[config.mk]
export PLATFORM = sky130hd
export DESIGN_NAME = fifo_pop_reader
export DESIGN_NICKNAME = d
export VERILOG_FILES = /design/src/rtl/fifo_pop_reader.sv
export SDC_FILE = /design/constraint.sdc
export NUM_CORES = 1
export LEC_CHECK = 0
export BUFFER_PORTS_ARGS = -buffer_cell sky130_fd_sc_hd__buf_2
export CORE_MARGIN = 8
export CORE_UTILIZATION = 56
export CTS_CLUSTER_SIZE = 12
export DETAILED_ROUTE_END_ITERATION = 6
export GPL_TIMING_DRIVEN = 1
export PLACE_DENSITY = 0.77
export SLEW_MARGIN = 10
export SYNTH_ARGS = -nofsm -noshare
export SYNTH_HDL_FRONTEND = slang
export SYNTH_SLANG_ARGS = --single-unit
[constraint.sdc]
create_clock -name clk -period 2.65 [get_ports clk]
set_clock_uncertainty 0.2 [all_clocks]
set_input_delay 0.265 -clock clk [delete_from_list [all_inputs] [get_ports clk]]
set_output_delay 0.265 -clock clk [all_outputs]
set_load 0.005 [all_outputs]
[src/rtl/fifo_pop_reader.sv]
// Drain stage between the FIFO and the next pipeline block: credit-based pop issue,
// 1-cycle read capture into a 3-entry buffer, valid/ready delivery and word counting.
module fifo_pop_reader #(
  parameter int data_width  = 10,
  parameter int count_width = 8
) (
  input  logic                   clk,
  input  logic                   reset_L,
  input  logic                   enable,
  input  logic                   flush,
  input  logic                   empty_fifo,
  input  logic                   almost_empty_fifo,
  input  logic [data_width-1:0]  FIFO_data_out,
  output logic                   pop,
  output logic [data_width-1:0]  out_data,
  output logic                   out_valid,
  input  logic                   out_ready,
  output logic [count_width-1:0] word_count,
  output logic [1:0]             state,
  output logic                   low_water
);

  typedef enum logic [1:0] {
    ST_IDLE    = 2'd0,
    ST_RUN     = 2'd1,
    ST_BLOCKED = 2'd2
  } state_t;

  state_t                 state_r, state_nxt_s;
  logic [data_width-1:0]  buf_r [0:2];
  logic [1:0]             wr_ptr_r, rd_ptr_r, occ_r, occ_nxt_s;
  logic                   inflight_r;
  logic [count_width-1:0] word_count_r;
  logic                   low_water_r;
  logic [2:0]             used_s, used_nxt_s;
  logic                   pop_s, handshake_s, wr_s;

  function automatic logic [1:0] ptr_inc(input logic [1:0] p);
    return (p == 2'd2) ? 2'd0 : p + 2'd1;
  endfunction

  // Credit covers buffered words plus the word already requested from the FIFO.
  assign used_s      = {1'b0, occ_r} + {2'b00, inflight_r};
  assign pop_s       = reset_L & enable & ~flush & ~empty_fifo & (used_s < 3'd3)
                       & ((state_r != ST_IDLE) | enable);
  assign handshake_s = (occ_r != 2'd0) & out_ready & ~flush;
  assign wr_s        = inflight_r & ~flush;
  assign used_nxt_s  = {1'b0, occ_nxt_s} + {2'b00, pop_s};

  // Occupancy after this edge from the write/read pair.
  always_comb begin
    occ_nxt_s = occ_r;
    case ({wr_s, handshake_s})
      2'b10:   occ_nxt_s = occ_r + 2'd1;
      2'b01:   occ_nxt_s = occ_r - 2'd1;
      default: occ_nxt_s = occ_r;
    endcase
  end

  // Next-state logic; flush overrides every other transition.
  always_comb begin
    state_nxt_s = state_r;
    if (flush) begin
      state_nxt_s = ST_IDLE;
    end else begin
      case (state_r)
        ST_IDLE: begin
          if (enable & ~empty_fifo) state_nxt_s = ST_RUN;
          else                      state_nxt_s = ST_IDLE;
        end
        ST_RUN: begin
          if (used_nxt_s == 3'd3)
            state_nxt_s = ST_BLOCKED;
          else if (~enable | (empty_fifo & (occ_r == 2'd0) & ~inflight_r))
            state_nxt_s = ST_IDLE;
          else
            state_nxt_s = ST_RUN;
        end
        ST_BLOCKED: begin
          if (handshake_s) state_nxt_s = ST_RUN;
          else             state_nxt_s = ST_BLOCKED;
        end
        default: state_nxt_s = ST_IDLE;
      endcase
    end
  end

  // Control registers: FSM, pointers, occupancy, in-flight flag, counter, status.
  always_ff @(posedge clk or negedge reset_L) begin
    if (!reset_L) begin
      state_r      <= ST_IDLE;
      wr_ptr_r     <= 2'd0;
      rd_ptr_r     <= 2'd0;
      occ_r        <= 2'd0;
      inflight_r   <= 1'b0;
      word_count_r <= {count_width{1'b0}};
      low_water_r  <= 1'b0;
    end else begin
      state_r     <= state_nxt_s;
      low_water_r <= almost_empty_fifo & ~empty_fifo;
      if (flush) begin
        wr_ptr_r   <= 2'd0;
        rd_ptr_r   <= 2'd0;
        occ_r      <= 2'd0;
        inflight_r <= 1'b0;
      end else begin
        occ_r      <= occ_nxt_s;
        inflight_r <= pop_s;
        if (wr_s) wr_ptr_r <= ptr_inc(wr_ptr_r);
        if (handshake_s) begin
          rd_ptr_r     <= ptr_inc(rd_ptr_r);
          word_count_r <= word_count_r + {{(count_width-1){1'b0}}, 1'b1};
        end
      end
    end
  end

  // Buffer storage: the word requested last cycle lands at the tail.
  always_ff @(posedge clk or negedge reset_L) begin
    if (!reset_L) begin
      for (int i = 0; i < 3; i++) buf_r[i] <= {data_width{1'b0}};
    end else if (wr_s) begin
      buf_r[wr_ptr_r] <= FIFO_data_out;
    end
  end

  assign pop        = pop_s;
  assign out_valid  = (occ_r != 2'd0);
  assign out_data   = (occ_r != 2'd0) ? buf_r[rd_ptr_r] : {data_width{1'b0}};
  assign word_count = word_count_r;
  assign state      = state_r;
  assign low_water  = low_water_r;

endmodule
==> results of run 1 <==
==> kinds of logic after synthesis <==
logic type	count (synthesis)	synth area share
and+or+nand+nor	66	0.1731
AOI/OAI and AO/OA	25	0.05940
muxes	42	0.1879
buffers and inverters	13	0.03021
xor gates and xnor gates	9	0.03226
adders and majority gates	5	0.02560
DFF	48	0.4916
==> flip-flops by register name (all words and copies together) (netlist names) <==
signal      count
buf_r          30
word_count      8
occ_r           2
rd_ptr_r        2
state           2
wr_ptr_r        2
inflight_r      1
low_water       1
==> critical path, delay by kind of cell (launching register included) <==
| family | cells | cell delay [ns] |
|---|---|---|
| simple gates | 2 | 0.39 |
| flops | 1 | 0.39 |
| compound gates | 3 | 0.62 |
| fa+ha+maj | 4 | 0.81 |
==> final timing paths <==
kind	from	endpoint	slack, ns
min in group asynchronous	reset_L	inflight_r	0.39
min reg2reg	word_count[7]	word_count[7]	0.27
max reg2reg	occ_r[0]	state[0]	0.18
max	occ_r[0]	state[0]	0.18
max in group asynchronous	reset_L	state[0]	1.45
min	FIFO_data_out[9]	buf_r[9]	0.02
==> power groups by stage <==
stage	sequential [mW]	combinational [mW]	clock [mW]
after CTS	0.843	0.216	0.585
after global placement	0.855	0.205	0
after detailed placement	0.858	0.211	0
after global routing	0.852	0.238	0.616
after floorplan	0.848	0.136	0
final	0.844	0.212	0.569
==> per-stage QoR <==
| stage | setup WS [ns] | total power [mW] | utilization |
|---|---|---|---|
| after floorplan | 0.1493 | 0.9839 | - |
| after global placement | 0.2545 | 1.060 | 0.6326 |
| after detailed placement | 0.1374 | 1.069 | 0.6326 |
| after CTS | 0.1116 | 1.644 | 0.6717 |
| after global routing | 0.04055 | 1.706 | 0.6728 |
| final | 0.1789 | 1.625 | 0.6728 |
==> metal layers <==
metal / vias up / global-route usage / part of all wire
li1: 825 / - / -
met1: 815 / 0.1931 / 0.47
met2: 17 / 0.2502 / 0.49
met3: 4 / 0.03939 / 0.038
met4: 0 / 0.04035 / 0.0068
met5: - / 0 / 0
==> repair_timing <==
item,4_1_cts,5_1_grt
resized for setup,0,1
setup endpoints to repair,0,1
hold endpoints to repair,50,0
hold buffers,4,0
==> layout make-up <==
class,count,area (µm²)
fill,331,1395
sequential,48,1201
multi-input combinational,147,1174
timing repair buffer,51,295.3
clock buffer,7,96.34
tap,52,65.06
clock inverter,1,30.03
inverter,2,7.507
==> cell usage after synthesis (2+ instances only) <==
master	count
nand2_1	17
nor2b_1	5
inv_1	2
nor4_2	3
or3b_1	2
nand3b_1	2
nand3_1	2
and3b_1	2
clkbuf_1	4
or2_2	10
nor3_1	4
mux2_2	30
a21oi_1	16
mux2i_1	11
a211oi_1	2
buf_4	4
nor2_1	5
nor3b_1	6
buf_2	2
xnor2_1	2
ha_1	5
xor2_1	7
dfrtp_1	48
==> flow_metrics.py, run 1 <==
metrics = {
    "critical_path": {
        "crit_type": "reg2reg",
        "end_kind": "flop",
        "ff2ff_path_depth": 9,
        "cp_max_fo": 2,
        "startpoint_type": "flop",
        "crit_top_cell": "ha_1",
        "max_stage_delay_ns": 0.39,
        "slowest_stage": "dfrtp_1",
        "critical_path_required_ns": 2.68,
        "critPathArrivalTime_ns": 2.51,
        "path_cells": "ha_1 > ha_1 > nand4bb_1 > a211oi_2 > ha_1 > ha_1 > and3b_1 > a311oi_1 > o31a_1",
    },
    "power_and_ir_drop": {
        "power_frac_seq": 0.519,
        "p_int_mw": 1.251,
        "power_frac_comb": 0.130,
        "p_sw_frac": 0.2302,
        "clkPwrFrac": 0.350,
        "p_leak_nw": 1.375,
        "p_switching_mw": 0.3741,
        "cellPowerDensity_nw_per_um2": 566.5,
        "peakVddDrop_mv": 0.4461,
    },
    "clock_tree": {
        "clock-root-buffer": "clkbuf_8",
        "clkTransAtPathRegs_ns": 0.08,
        "cts_sinks": 48,
        "postCtsSetupRepairBufs": 0,
        "htree_levels": 2,
        "clockBufferDepth": 2,
        "cts_tree": "done",
        "cts_buffers": 5,
        "worstSkewPairLatency_ns": 0.29,
    },
    "placement": {
        "dp_hpwl_mm": 3.238,
        "port-buffer-count": 39,
        "place_congestion": 0.7912,
        "placed_area_um2": 2698,
        "dp_cells": 296,
    },
    "yosys": {
        "synth_edf_count": 0,
        "synth_fp_nets": 230,
        "synth_flop_cell": "dfrtp_1",
        "syn_avg_cell_area_um2": 11.75,
        "synth_top_area_share": 0.4916,
        "synth_seq_cells": 48,
        "synth_area_leaders": "dfrtp_1, mux2_2, mux2i_1",
        "netlist.top_cell.by_area": "dfrtp_1",
        "ys_warn_count": 0,
        "async_flop_share": 1.000,
        "ys_types": 40,
        "synthesis.area_um2": 2444,
        "seq_area_frac_synth": 0.4916,
        "syn_inst": 208,
    },
    "global_routing": {
        "antenna_found_initial": 0,
        "grt_pass1_wl_mm": 7.969,
        "grt_max_degree": 49,
        "track_usage": 0.1518,
        "overflow": 0,
        "grt_pass1_vias": 1699,
    },
    "finish": {
        "area_growth_pct": 17.41,
        "nets": 277,
        "finalNonFillerCells": 308,
        "layout_commonest_cell": "dfrtp_1",
        "n_antenna_cell": 0,
        "final_cell_mix": "dfrtp_1, buf_2, mux2_2, nand2_1, a21oi_1",
        "drive_above_1_share": 0.3984,
        "design_area_um2": 2869,
    },
    "sta": {
        "period_share": 0.9325,
        "setup_viol_count_final": 0,
        "relSlewSlack": 0.6096,
        "min_period_ns": 2.471,
        "hold_viol_final": 0,
        "rsz0062_at_grt": "false",
        "worst_pin_slew_ns": 0.5856,
        "whs_ns": 0.02464,
        "timing.setup.tns_ns": 0,
        "fmax_ghz": 0.4047,
        "final_max_slew_viol_count": 0,
    },
    "drt": {
        "viasPerCell": 5.393,
        "drt_iter0_drc": 96,
        "detail_route.wl_per_cell_um": 15.25,
        "vias": 1661,
        "ant_nets": 0,
        "first_pass_iters": 5,
        "drc": 0,
        "wirelength_mm": 4.696,
    },
    "die": {
        "initial_utilization": 0.5731,
        "row_count": 24,
        "ios": 40,
        "dieHeight_um": 82.06,
        "die_x_um": 82.06,
        "core-area_um2": 4264,
        "die-area_um2": 6733,
    },
    "flow_run": {
        "cap_violations": 0,
    },
    "status": {
        "status": "finished, final reports clean",
    },
    "worst_hold_path": {
        "hold_depth": 2,
        "hold_path.class": "in2reg",
    },
}
Note: power is estimated with default switching activity, not from simulation.
==> inputs of run 2 (changes only) <==
Settings changed: RECOVER_POWER set to 50.
==> run 2 against run 1 <==
Against the previous run: sequential power barely moved; via count fell by 0.18%; register-to-register slack barely moved; sequential share of layout area rose by 0.16 points; sequential cell count did not move; largest power group unchanged.
==> flow_metrics.py, run 2 (synthesis results as in run 1) <==
metrics = {
    "status": {
        "status": "finished, final reports clean",
    },
    "sta": {
        "timing.setup.tns_ns": 0,
        "period_share": 0.9321,
        "relSlewSlack": 0.2393,
        "final_max_slew_viol_count": 0,
        "setup_viol_count_final": 0,
        "worst_slack_ns": 0.1800,
        "min_period_ns": 2.470,
        "rsz0062_at_grt": "false",
        "hold_viol_final": 0,
        "worst_pin_slew_ns": 1.141,
        "fmax_ghz": 0.4049,
    },
    "placement": {
        "port-buffer-count": 39,
        "dp_hpwl_mm": 3.238,
        "placed_area_um2": 2698,
        "pre_cts_ws_ns": 0.1374,
        "place_congestion": 0.7912,
    },
    "global_routing": {
        "grt_pass1_vias": 1699,
        "track_usage": 0.1518,
        "grt_pass1_wl_mm": 7.969,
        "overflow": 0,
        "grt_max_degree": 49,
        "antenna_found_initial": 0,
    },
    "finish": {
        "nets": 277,
        "largest_reg_flops": 30,
        "regArea_um2": 1201,
        "layout_commonest_cell": "dfrtp_1",
        "design_area_um2": 2858,
        "area_growth_pct": 16.95,
        "fill_cells": 337,
        "final_cell_mix": "dfrtp_1, buf_2, mux2_2, nand2_1, a21oi_1",
        "drive_above_1_share": 0.3789,
        "regMostFlops": "buf_r",
        "n_antenna_cell": 0,
        "multi_input_area_um2": 1174,
    },
    "clock_tree": {
        "clock-root-buffer": "clkbuf_8",
        "worstSkewPairLatency_ns": 0.29,
        "cts_tree": "done",
        "htree_levels": 2,
        "cts_buffers": 5,
        "postCtsSetupRepairBufs": 0,
        "clockBufferDepth": 2,
        "clkTransAtPathRegs_ns": 0.08,
        "cts_sinks": 48,
    },
    "flow_run": {
        "cap_violations": 0,
    },
    "die": {
        "core-area_um2": 4264,
        "initial_utilization": 0.5731,
        "die-area_um2": 6733,
        "row_count": 24,
        "ios": 40,
        "dieHeight_um": 82.06,
        "die_x_um": 82.06,
    },
    "drt": {
        "detail_route.wl_per_cell_um": 15.27,
        "drc": 0,
        "ant_nets": 0,
        "vias": 1658,
        "first_pass_iters": 4,
        "drt_iter0_drc": 92,
        "viasPerCell": 5.383,
        "wirelength_mm": 4.703,
    },
    "worst_hold_path": {
        "hold_path.class": "in2reg",
    },
    "critical_path": {
        "crit_top_cell": "ha_1",
        "critical_path_required_ns": 2.68,
        "slowest_stage": "dfrtp_1",
        "cp_max_fo": 2,
        "path_cells": "ha_1 > ha_1 > nand4bb_1 > a211oi_2 > ha_1 > ha_1 > and3b_1 > a311oi_1 > o31a_1",
        "crit_type": "reg2reg",
        "startpoint_type": "flop",
        "end_kind": "flop",
        "critPathArrivalTime_ns": 2.50,
        "max_stage_delay_ns": 0.39,
    },
    "power_and_ir_drop": {
        "p_leak_nw": 1.356,
        "peakVddDrop_mv": 0.4456,
        "cellPowerDensity_nw_per_um2": 567.9,
    },
}
## run 2: cell types whose count changed in the layout (fill, tap and decap cells not counted), sizes merged
| cell | delta |
|---|---|
| clkbuf | +6 |
| buf | -6 |
## run 2: repair_timing
| action | 4_1_cts | 5_1_grt |
|---|---|---|
| resized for setup | 0 | 1 |
| endpoints found under the hold margin | 50 | 0 |
| hold buffers | 4 | 0 |
| endpoints found under the setup margin | 0 | 1 |
## run 2: where the power goes
part | total (mW) | leakage, nW | switching, mW | internal (mW)
combinational | 0.210 | 0.648 | 0.0903 | 0.120
sequential | 0.844 | 0.643 | 0.0477 | 0.796
clock | 0.568 | 0.0645 | 0.235 | 0.333
total | 1.62 | 1.36 | 0.373 | 1.25
## run 2: metal layers
metal | GRT usage | vias to the layer above | share of wire
li1 | - | 825 | -
met3 | 0.03939 | 4 | 0.038
met4 | 0.04035 | 0 | 0.0066
met1 | 0.1931 | 812 | 0.47
met2 | 0.2502 | 17 | 0.49
met5 | 0 | - | 0
## run 2: final timing paths
kind                                  startpoint            end  slack (ns)  cells past startpoint
worst max-delay path                    occ_r[0]       state[0]        0.18                      9
worst min-delay path            FIFO_data_out[9]       buf_r[9]        0.03                      2
worst max register to register          occ_r[0]       state[0]        0.18                      9
worst min register to register     word_count[7]  word_count[7]        0.27                      1
max in group asynchronous                reset_L       state[0]        0.91                      3
min in group asynchronous                reset_L     inflight_r        0.63                      3
## run 2: cell type report
| cell class | instances | area share |
|---|---|---|
| flip-flops and latches | 48 | 0.4203 |
| clock inverters | 1 | 0.01051 |
| inverters | 2 | 0.002627 |
| well taps | 52 | 0.02277 |
| clock buffers | 7 | 0.03371 |
| repair buffers | 51 | 0.09939 |
| multi-input cells | 147 | 0.4107 |
## run 2: per-stage QoR
stage | util | instances | hold slack, ns | total power, mW
finish | 0.6702 | 308 | 0.02547 | 1.623
global route | 0.6702 | 308 | 0.01184 | 1.704
CTS | 0.6717 | 308 | 0.01309 | 1.644
detailed placement | 0.6326 | 296 | 0.2197 | 1.069
global placement | 0.6326 | 296 | 0.2208 | 1.060
floorplan | - | 208 | -0.2306 | 0.9839
## run 2: worst max-delay path, delay by kind of cell, from the launching register on
family | cells | cell delay (ns)
flip-flops | 1 | 0.39
AO/OA/AOI/OAI | 3 | 0.62
AND/OR/NAND/NOR | 2 | 0.39
adder cells (fa/ha/maj) | 4 | 0.81
